--- src/rtl/rs_age_select_pkg.sv ---
// Shared types for the age-ordered reservation station: instruction/entry
// layouts and the per-channel wakeup bundle.
package rs_age_select_pkg;

  localparam int XLEN        = 32;
  localparam int ROB_TAG_LEN = 6;

  typedef struct packed {
    logic [ROB_TAG_LEN-1:0] insn_tag;
    logic [ROB_TAG_LEN-1:0] tag_src1;
    logic [ROB_TAG_LEN-1:0] tag_src2;
    logic                   ready_src1;
    logic                   ready_src2;
    logic [XLEN-1:0]        value_src1;
    logic [XLEN-1:0]        value_src2;
  } INST_RS;

  // A stored entry carries exactly the dispatched fields, with sources filled in over time.
  typedef INST_RS RS_ENTRY;

  typedef struct packed {
    logic                   valid;
    logic [ROB_TAG_LEN-1:0] tag;
    logic [XLEN-1:0]        value;
  } WAKEUP_BUS;

endpackage

--- src/rtl/rs_age_select_age_matrix.sv ---
// Age matrix for the reservation station: age[i][j]=1 means slot i is older
// than slot j; produces a one-hot grant for the oldest eligible slot.
module rs_age_matrix #(
  parameter int NUM_ENTRIES = 8
) (
  input  logic                   clk,
  input  logic                   reset,
  input  logic [NUM_ENTRIES-1:0] i_alloc_oh,
  input  logic [NUM_ENTRIES-1:0] i_valid,
  input  logic [NUM_ENTRIES-1:0] i_eligible,
  output logic [NUM_ENTRIES-1:0] o_grant
);

  logic [NUM_ENTRIES-1:0] r_age [NUM_ENTRIES];
  logic [NUM_ENTRIES-1:0] w_blocked;

  // Stale bits of freed slots are harmless: select only looks at eligible slots.
  always_ff @(posedge clk) begin
    if (reset) begin
      for (int r = 0; r < NUM_ENTRIES; r++) r_age[r] <= '0;
    end else begin
      for (int k = 0; k < NUM_ENTRIES; k++) begin
        if (i_alloc_oh[k]) begin
          r_age[k] <= '0;
          for (int x = 0; x < NUM_ENTRIES; x++) begin
            if (x != k && i_valid[x]) r_age[x][k] <= 1'b1;
          end
        end
      end
    end
  end

  always_comb begin
    w_blocked = '0;
    for (int i = 0; i < NUM_ENTRIES; i++) begin
      for (int j = 0; j < NUM_ENTRIES; j++) begin
        if (j != i && i_eligible[j] && r_age[j][i]) w_blocked[i] = 1'b1;
      end
    end
  end

  assign o_grant = i_eligible & ~w_blocked;

endmodule

--- src/rtl/rs_age_select.sv ---
// Non-shifting reservation station: captures operands from wakeup broadcasts
// (including same-cycle dispatch bypass) and issues the oldest ready entry.
module rs_age_select
  import rs_age_select_pkg::*;
#(
  parameter  int NUM_ENTRIES = 8,
  parameter  int NUM_WAKEUP  = 4,
  localparam int IDX_W       = $clog2(NUM_ENTRIES)
) (
  input  logic                                  clk,
  input  logic                                  reset,
  input  logic                                  dispatch_valid,
  input  INST_RS                                dispatch_insn,
  output logic                                  dispatch_ready,
  input  logic [NUM_WAKEUP-1:0]                 wakeup,
  input  logic [NUM_WAKEUP-1:0][ROB_TAG_LEN-1:0] wakeup_tag,
  input  logic [NUM_WAKEUP-1:0][XLEN-1:0]       wakeup_value,
  output logic                                  issue_valid,
  output RS_ENTRY                               issue_insn,
  input  logic                                  issue_ready,
  input  logic                                  flush,
  output logic                                  is_full,
  output logic [IDX_W:0]                        free_count
);

  logic [NUM_ENTRIES-1:0]          r_valid;
  RS_ENTRY                         r_entry [NUM_ENTRIES];
  RS_ENTRY                         w_entry_next [NUM_ENTRIES];
  RS_ENTRY                         w_disp_woken;
  WAKEUP_BUS [NUM_WAKEUP-1:0]      w_wk;
  logic [NUM_ENTRIES-1:0]          w_eligible;
  logic [NUM_ENTRIES-1:0]          w_grant;
  logic [NUM_ENTRIES-1:0]          w_free_oh;
  logic [NUM_ENTRIES-1:0]          w_alloc_oh;
  logic [NUM_ENTRIES-1:0]          w_issue_oh;
  logic [IDX_W:0]                  w_valid_cnt;
  logic                            w_accept;
  logic                            w_fire;

  // Fill any still-pending source from the lowest matching channel; ready sources stay untouched.
  function automatic RS_ENTRY wake_entry(input RS_ENTRY e, input WAKEUP_BUS [NUM_WAKEUP-1:0] wk);
    RS_ENTRY res;
    logic    hit1;
    logic    hit2;
    res  = e;
    hit1 = 1'b0;
    hit2 = 1'b0;
    for (int c = 0; c < NUM_WAKEUP; c++) begin
      if (!hit1 && !e.ready_src1 && wk[c].valid && wk[c].tag == e.tag_src1) begin
        res.ready_src1 = 1'b1;
        res.value_src1 = wk[c].value;
        hit1           = 1'b1;
      end
      if (!hit2 && !e.ready_src2 && wk[c].valid && wk[c].tag == e.tag_src2) begin
        res.ready_src2 = 1'b1;
        res.value_src2 = wk[c].value;
        hit2           = 1'b1;
      end
    end
    return res;
  endfunction

  always_comb begin
    w_wk = '0;
    for (int c = 0; c < NUM_WAKEUP; c++) begin
      w_wk[c].valid = wakeup[c];
      w_wk[c].tag   = wakeup_tag[c];
      w_wk[c].value = wakeup_value[c];
    end
  end

  always_comb begin
    w_disp_woken = wake_entry(dispatch_insn, w_wk);
    for (int i = 0; i < NUM_ENTRIES; i++) w_entry_next[i] = wake_entry(r_entry[i], w_wk);
  end

  always_comb begin
    w_free_oh = '0;
    for (int i = NUM_ENTRIES - 1; i >= 0; i--) begin
      if (!r_valid[i]) begin
        w_free_oh    = '0;
        w_free_oh[i] = 1'b1;
      end
    end
  end

  always_comb begin
    w_valid_cnt = '0;
    for (int i = 0; i < NUM_ENTRIES; i++) w_valid_cnt = w_valid_cnt + (IDX_W+1)'(r_valid[i]);
  end

  assign is_full        = &r_valid;
  assign dispatch_ready = !is_full;
  assign free_count     = (IDX_W+1)'(NUM_ENTRIES) - w_valid_cnt;

  always_comb begin
    w_eligible = '0;
    for (int i = 0; i < NUM_ENTRIES; i++)
      w_eligible[i] = r_valid[i] && r_entry[i].ready_src1 && r_entry[i].ready_src2;
  end

  rs_age_matrix #(.NUM_ENTRIES(NUM_ENTRIES)) u_age (
    .clk        (clk),
    .reset      (reset),
    .i_alloc_oh (w_alloc_oh),
    .i_valid    (r_valid),
    .i_eligible (w_eligible),
    .o_grant    (w_grant)
  );

  assign issue_valid = |w_eligible;

  always_comb begin
    issue_insn = '0;
    for (int i = 0; i < NUM_ENTRIES; i++) begin
      if (w_grant[i]) issue_insn = r_entry[i];
    end
  end

  // Flush drops both the dispatch and the issue handshake of its cycle.
  assign w_accept   = dispatch_valid && dispatch_ready && !flush;
  assign w_fire     = issue_valid && issue_ready && !flush;
  assign w_alloc_oh = w_free_oh & {NUM_ENTRIES{w_accept}};
  assign w_issue_oh = w_grant & {NUM_ENTRIES{w_fire}};

  always_ff @(posedge clk) begin
    if (reset) begin
      r_valid <= '0;
    end else if (flush) begin
      r_valid <= '0;
    end else begin
      r_valid <= (r_valid & ~w_issue_oh) | w_alloc_oh;
    end
  end

  always_ff @(posedge clk) begin
    for (int i = 0; i < NUM_ENTRIES; i++)
      r_entry[i] <= w_alloc_oh[i] ? w_disp_woken : w_entry_next[i];
  end

endmodule

--- config.mk ---
export PLATFORM = sky130hd
export DESIGN_NAME = rs_age_select
export DESIGN_NICKNAME = d
export VERILOG_FILES = /design/src/rtl/rs_age_select_pkg.sv /design/src/rtl/rs_age_select_age_matrix.sv /design/src/rtl/rs_age_select.sv
export SDC_FILE = /design/constraint.sdc
export NUM_CORES = 2
export LEC_CHECK = 0
export CAP_MARGIN = 10
export CORE_MARGIN = 4
export CORE_UTILIZATION = 35
export CTS_BUF_LIST = sky130_fd_sc_hd__clkbuf_4 sky130_fd_sc_hd__clkbuf_8
export DETAILED_ROUTE_END_ITERATION = 8
export GPL_TIMING_DRIVEN = 0
export PLACE_DENSITY = 0.53
export SLEW_MARGIN = 40
export SYNTH_ARGS = -nofsm -noshare
export SYNTH_HDL_FRONTEND = slang
export SYNTH_SLANG_ARGS = --single-unit
--- constraint.sdc ---
create_clock -name clk -period 6.6 [get_ports clk]
set_input_delay 1.65 -clock clk [delete_from_list [all_inputs] [get_ports clk]]
set_output_delay 1.65 -clock clk [all_outputs]
set_load 0.1 [all_outputs]
* Yosys cells after proc, flatten, opt, wreduce, memory -nomap -nowiden
Memory sizes are Yosys's and may differ from the RTL's. Cells that the tools add are included.
Cells by class: mux-type cells 572, eq/ne operators 72, bitwise operators 99, reductions and logical operators 351, add/sub/neg operators 8
Operators by type and width (count):
- 32-bit two-way mux | 72
- 84-bit two-way mux | 16
- 1-bit two-way mux | 469
- 6-bit equality test | 72
- 1-bit logical AND | 274
- 1-bit OR | 92
- 1-bit logical NOT | 74
- 8-bit two-way mux | 9
- 8-bit bitwise AND | 4
- 4-bit by 1-bit adder with 4-bit output | 4
- 8-bit inverter | 2
- 8-bit OR | 1
- 8-bit AND reduction | 1
- 8-bit OR reduction | 1
- 7-bit two-way mux | 1
- 6-bit two-way mux | 1
- 5-bit two-way mux | 1
- 3-bit by 1-bit adder with 4-bit output | 1
- 4-bit two-way mux | 1
- 4-bit subtractor (first input constant) | 1
- 2-bit by 1-bit adder with 3-bit output | 1
- 3-bit two-way mux | 1
- 1-bit by 1-bit adder with 2-bit output | 1
- 2-bit two-way mux | 1
- 2-bit OR reduction | 1
Storage, ports and cells: bits of input ports 245, output and inout bits 91, RAM bits 736, register bits 8, memories 2, logic and storage cells 1105
Memory list:
- r_entry | depth 8, bits a word 84, rd ports 8, clocked after memory_dff 0, wr ports 8, RTL line rs_age_select.sv:27 | RS_ENTRY r_entry [NUM_ENTRIES];
- u_age.r_age | depth 8, bits a word 8, rd ports 8, clocked after memory_dff 0, wr ports 8, RTL line rs_age_select_age_matrix.sv:14 | logic [NUM_ENTRIES-1:0] r_age [NUM_ENTRIES];

* Longest topological paths before layout
An unclocked memory read counts as a cell.
word-level depth 21, mapped depth 11, mapped depth without buffers 9

* Cells and area by module
Synthesis repeated with hierarchy kept, for this count alone.
Second synthesis, totals: cells, all modules 6402, area, all modules 56513.0 um^2
Modules (own cells, without submodules):
- rs_age_select | cells each 6153, instances 1, area each 54141.9 um^2, sequential area each 20179.4 um^2
- rs_age_matrix | cells each 249, instances 1, area each 2371.0 um^2, sequential area each 1211.2 um^2

* Worst setup path before layout
No wires, ideal clock.
path kind input -> register, start point input port wakeup_tag[12] (netlist bit), end point memory r_entry[1][32] (netlist bit) (enable), stages on the path 9, setup time 0.466 ns, path slack 0.608 ns, path buffers 3, required time 6.134 ns, arrival time 5.526 ns, path through buf_2 buf_4 xnor2_1 nand4_1 nor4_2 clkbuf_1 nor2_1 o21a_1 o21ai_0
RTL lines:
- start: declaration | RTL line rs_age_select.sv:16 | input logic [NUM_WAKEUP-1:0][ROB_TAG_LEN-1:0] wakeup_tag,
- end: declaration | RTL line rs_age_select.sv:27

==> metrics.txt <==
root buf cell=clkbuf_8; first-pass GRT wire length=581,000 um; Worst Path Required=4950 ps; total track usage=between 50 and 60%; drc violations=0; #FFs+latches synth=roughly 740; Synth top area share=36.5%; pre-CTS setup slack=-345 ps; Initial Util=approximately a third; Synth area leader=edfxtp_1; clock sink count=736; Mapped Area=just under 60,000 um^2; row count=between 100 and 150; largest net degree at the start of global routing=33; relative max-transition margin=~29%; layout cells sized above 1=between 20% and 30%; Clock transition at path regs=roughly 70 ps; crit path max fanout=13; Fill cells=16.4k; Die W=414 um; Final setup viols=21; clock tree buffer depth=3; internal reg-to-reg setup slack=around 970 ps; IO Port Bufs=around 220; R2R depth=16; Yosys cell types=~100; Syn Nets=6,392; Worst Path Arrival=just over 5000 ps; via count=66.1k; syn avg cell area=roughly 9.4 um^2; number of global-route vias before repair=between 50k and 60k; Final Power=between 10 and 15 mW; Core Box Area=approximately 160,000 um^2; Fmax achieved=between 100 and 150 MHz; Worst-Margin Slew=1060 ps; Routed Antenna Nets=0; Chip Height=414 um; maxcap violations=0; hold depth=1; largest cells by area after synthesis=edfxtp_1 37%, mux2i_1 5.6%, a221o_1 4.7%, clkbuf_1 4.1%, xnor2_1 3.7%; Slew Limit Fails=0; Critical Path End Type=output port; Post-CTS Hold Fix Bufs=0; post-synthesis cell count=a little over 6k; most common library cells after synthesis=701 x edfxtp_1, 632 x clkbuf_1, 521 x nor2_1, 467 x nand2_1, 325 x mux2i_1; Pleak=approximately 23 nW; slowest stage delay, CP=660 ps; DIE AREA=between 150,000 and 200,000 um^2; Post-synth EDFFs=about 700; dominant synthesized flop cell=edfxtp_1; Total Routed Length=around 460,000 um; Layout area overhead=18.7%; run status=complete, but fails checks; HP Class=flip-flop to flip-flop; Peak VDD IR=roughly 0.23 mV; Initial DRT Pass Iterations=7; htree depth=4; grt total ovfl=0; # IOs=between 300 and 400; final setup margin=-135 ps; initial drt markers=approximately 12k; TNS Setup=-899 ps; later-pin clock latency in the skew report=1000 ps; YS warnings=0; period utilization=102%; DR WL/cell=approximately 51 um; worst hold start=u_age.r_age[1][15]$_SDFFE_PP0P_; crit path cell chain=and3_1, clkbuf_1, o21ai_0, nor3_2, clkbuf_8, clkbuf_4, a221oi_1, o21ai_1, a221o_1, buf_4; Power Density=approximately 190 nW/um^2; Vias/cell=7.37; count leader, synth=edfxtp_1; CTS tree=yes; dpl hpwl=344,000 um; CTS buffer count=145; failing checks=negative setup slack; fin crit period=~6700 ps; final hold violations=0; clock skew=~48 ps; Final #Nets=slightly below 7k; end of the worst register-to-register path=r_entry[1][3]$_DFFE_PP_; CP Launch Type=flip-flop; Final Wtd Congestion=between 1 and 1.5; initial antenna violation count=50; Critical-path top delay cell=dfxtp_1; sequential share of the synthesized area=roughly 38%; Worst Hold Endpoint=u_age.r_age[1][15]$_SDFFE_PP0P_; worst r2r src=r_valid[1]$_SDFF_PP0_; ys async rst share=0%; kind of critical path=flip-flop to output port
==> routing by layer <==
| layer | global-route usage (%) | part of all wire, % | vias up |
|---|---|---|---|
| li1 | - | - | 24900 |
| met1 | 63.3 | 37 | 32900 |
| met2 | 67.7 | 38 | 6519 |
| met3 | 24.7 | 15 | 1729 |
| met4 | 37.5 | 8.9 | 42 |
| met5 | 2.36 | 0.17 | - |
==> layout make-up <==
| class | instances | area (um^2) | share of cell area [%] |
|---|---|---|---|
| clock inverters | 64 | 572 | 0.835 |
| multi-input cells | 4380 | 32400 | 47.3 |
| inverters | 105 | 394 | 0.576 |
| well taps | 2175 | 2720 | 3.98 |
| repair buffers | 354 | 3740 | 5.47 |
| clock buffers | 192 | 2370 | 3.47 |
| flip-flops and latches | 736 | 21800 | 31.8 |
| plain buffers | 909 | 4360 | 6.37 |
| diodes | 58 | 145 | 0.212 |
==> report_power, final <==
group	internal, mW	switching [mW]
Sequential	5.23	0.108
Combinational	0.710	1.77
Clock	2.64	2.43
Total	8.59	4.31
==> through the flow <==
stage / instances / hold WS (ps) / utilization, % / cell area [um^2]
2_1_floorplan: 6136 / 437 / - / 57700
3_3_place_gp: 8532 / 450 / 38.3 / 62600
3_5_place_dp: 8659 / 456 / 39.8 / 65000
4_1_cts: 8911 / 471 / 41.7 / 68100
5_1_grt: 8938 / 495 / 41.9 / 68400
6_report: 8973 / 469 / 41.9 / 68500
==> worst max-delay path: cells and delay by family (launching register included) <==
family                 cells  cell delay (ps)
AND/OR/NAND/NOR            2              650
flip-flops                 1              660
buffers and inverters      4             1630
AO/OA/AOI/OAI              4             1070
==> state kept, by name, summed over array words and instances, names as in the netlist <==
register and count:
r_entry 672, r_valid 8, u_age.r_age 56
==> logic make-up (layout without fill, tap and decap cells) <==
| family | Yosys count | after routing | share of synthesized area, % |
|---|---|---|---|
| multiplexers | 427 | 427 | 7.66 |
| AND/OR/NAND/NOR | 1621 | 1621 | 13.2 |
| flip-flops | 736 | 736 | 37.7 |
| XOR/XNOR | 433 | 433 | 6.58 |
| adder cells (fa/ha/maj) | 11 | 11 | 0.291 |
| other | 0 | 58 | 0 |
| AO/OA/AOI/OAI | 1888 | 1888 | 27.1 |
| buffers and inverters | 1020 | 1624 | 7.47 |
==> worst max-delay path by stage <==
stage | end | from | depth (start not counted)
global placement | r_entry[1][36]$_DFFE_PP_ | wakeup[2] | 8
finish | issue_insn[49] | r_entry[0][149]$_DFF_P_ | 10
global route | issue_insn[82] | r_valid[1]$_SDFF_PP0_ | 11
detailed placement | r_entry[1][3]$_DFFE_PP_ | wakeup[1] | 17
CTS | issue_insn[47] | r_valid[1]$_SDFF_PP0_ | 11
floorplan | r_entry[1][32]$_DFFE_PP_ | wakeup_tag[12] | 9
==> repair_timing <==
action | CTS | global route
setup buffers | 1 | 3
gates resized for setup | 70 | 38
setup endpoints to repair | 82 | 61
hold endpoints to repair | 0 | 0
pin swaps | 1 | 2
==> cells in the final DEF, fill, tap and decap left out, types with 151 or more instances in the layout <==
master and count:
xnor2_1 244, a221oi_1 200, mux2i_1 321, nor2_1 502, edfxtp_1 701, nor3_1 229, clkbuf_1 352, clkbuf_8 151
xor2_1 189, nand2_1 464, o22ai_1 168, clkbuf_2 245, a221o_1 270, a211oi_1 203, buf_2 283
Note: power is estimated with default switching activity, not from simulation.
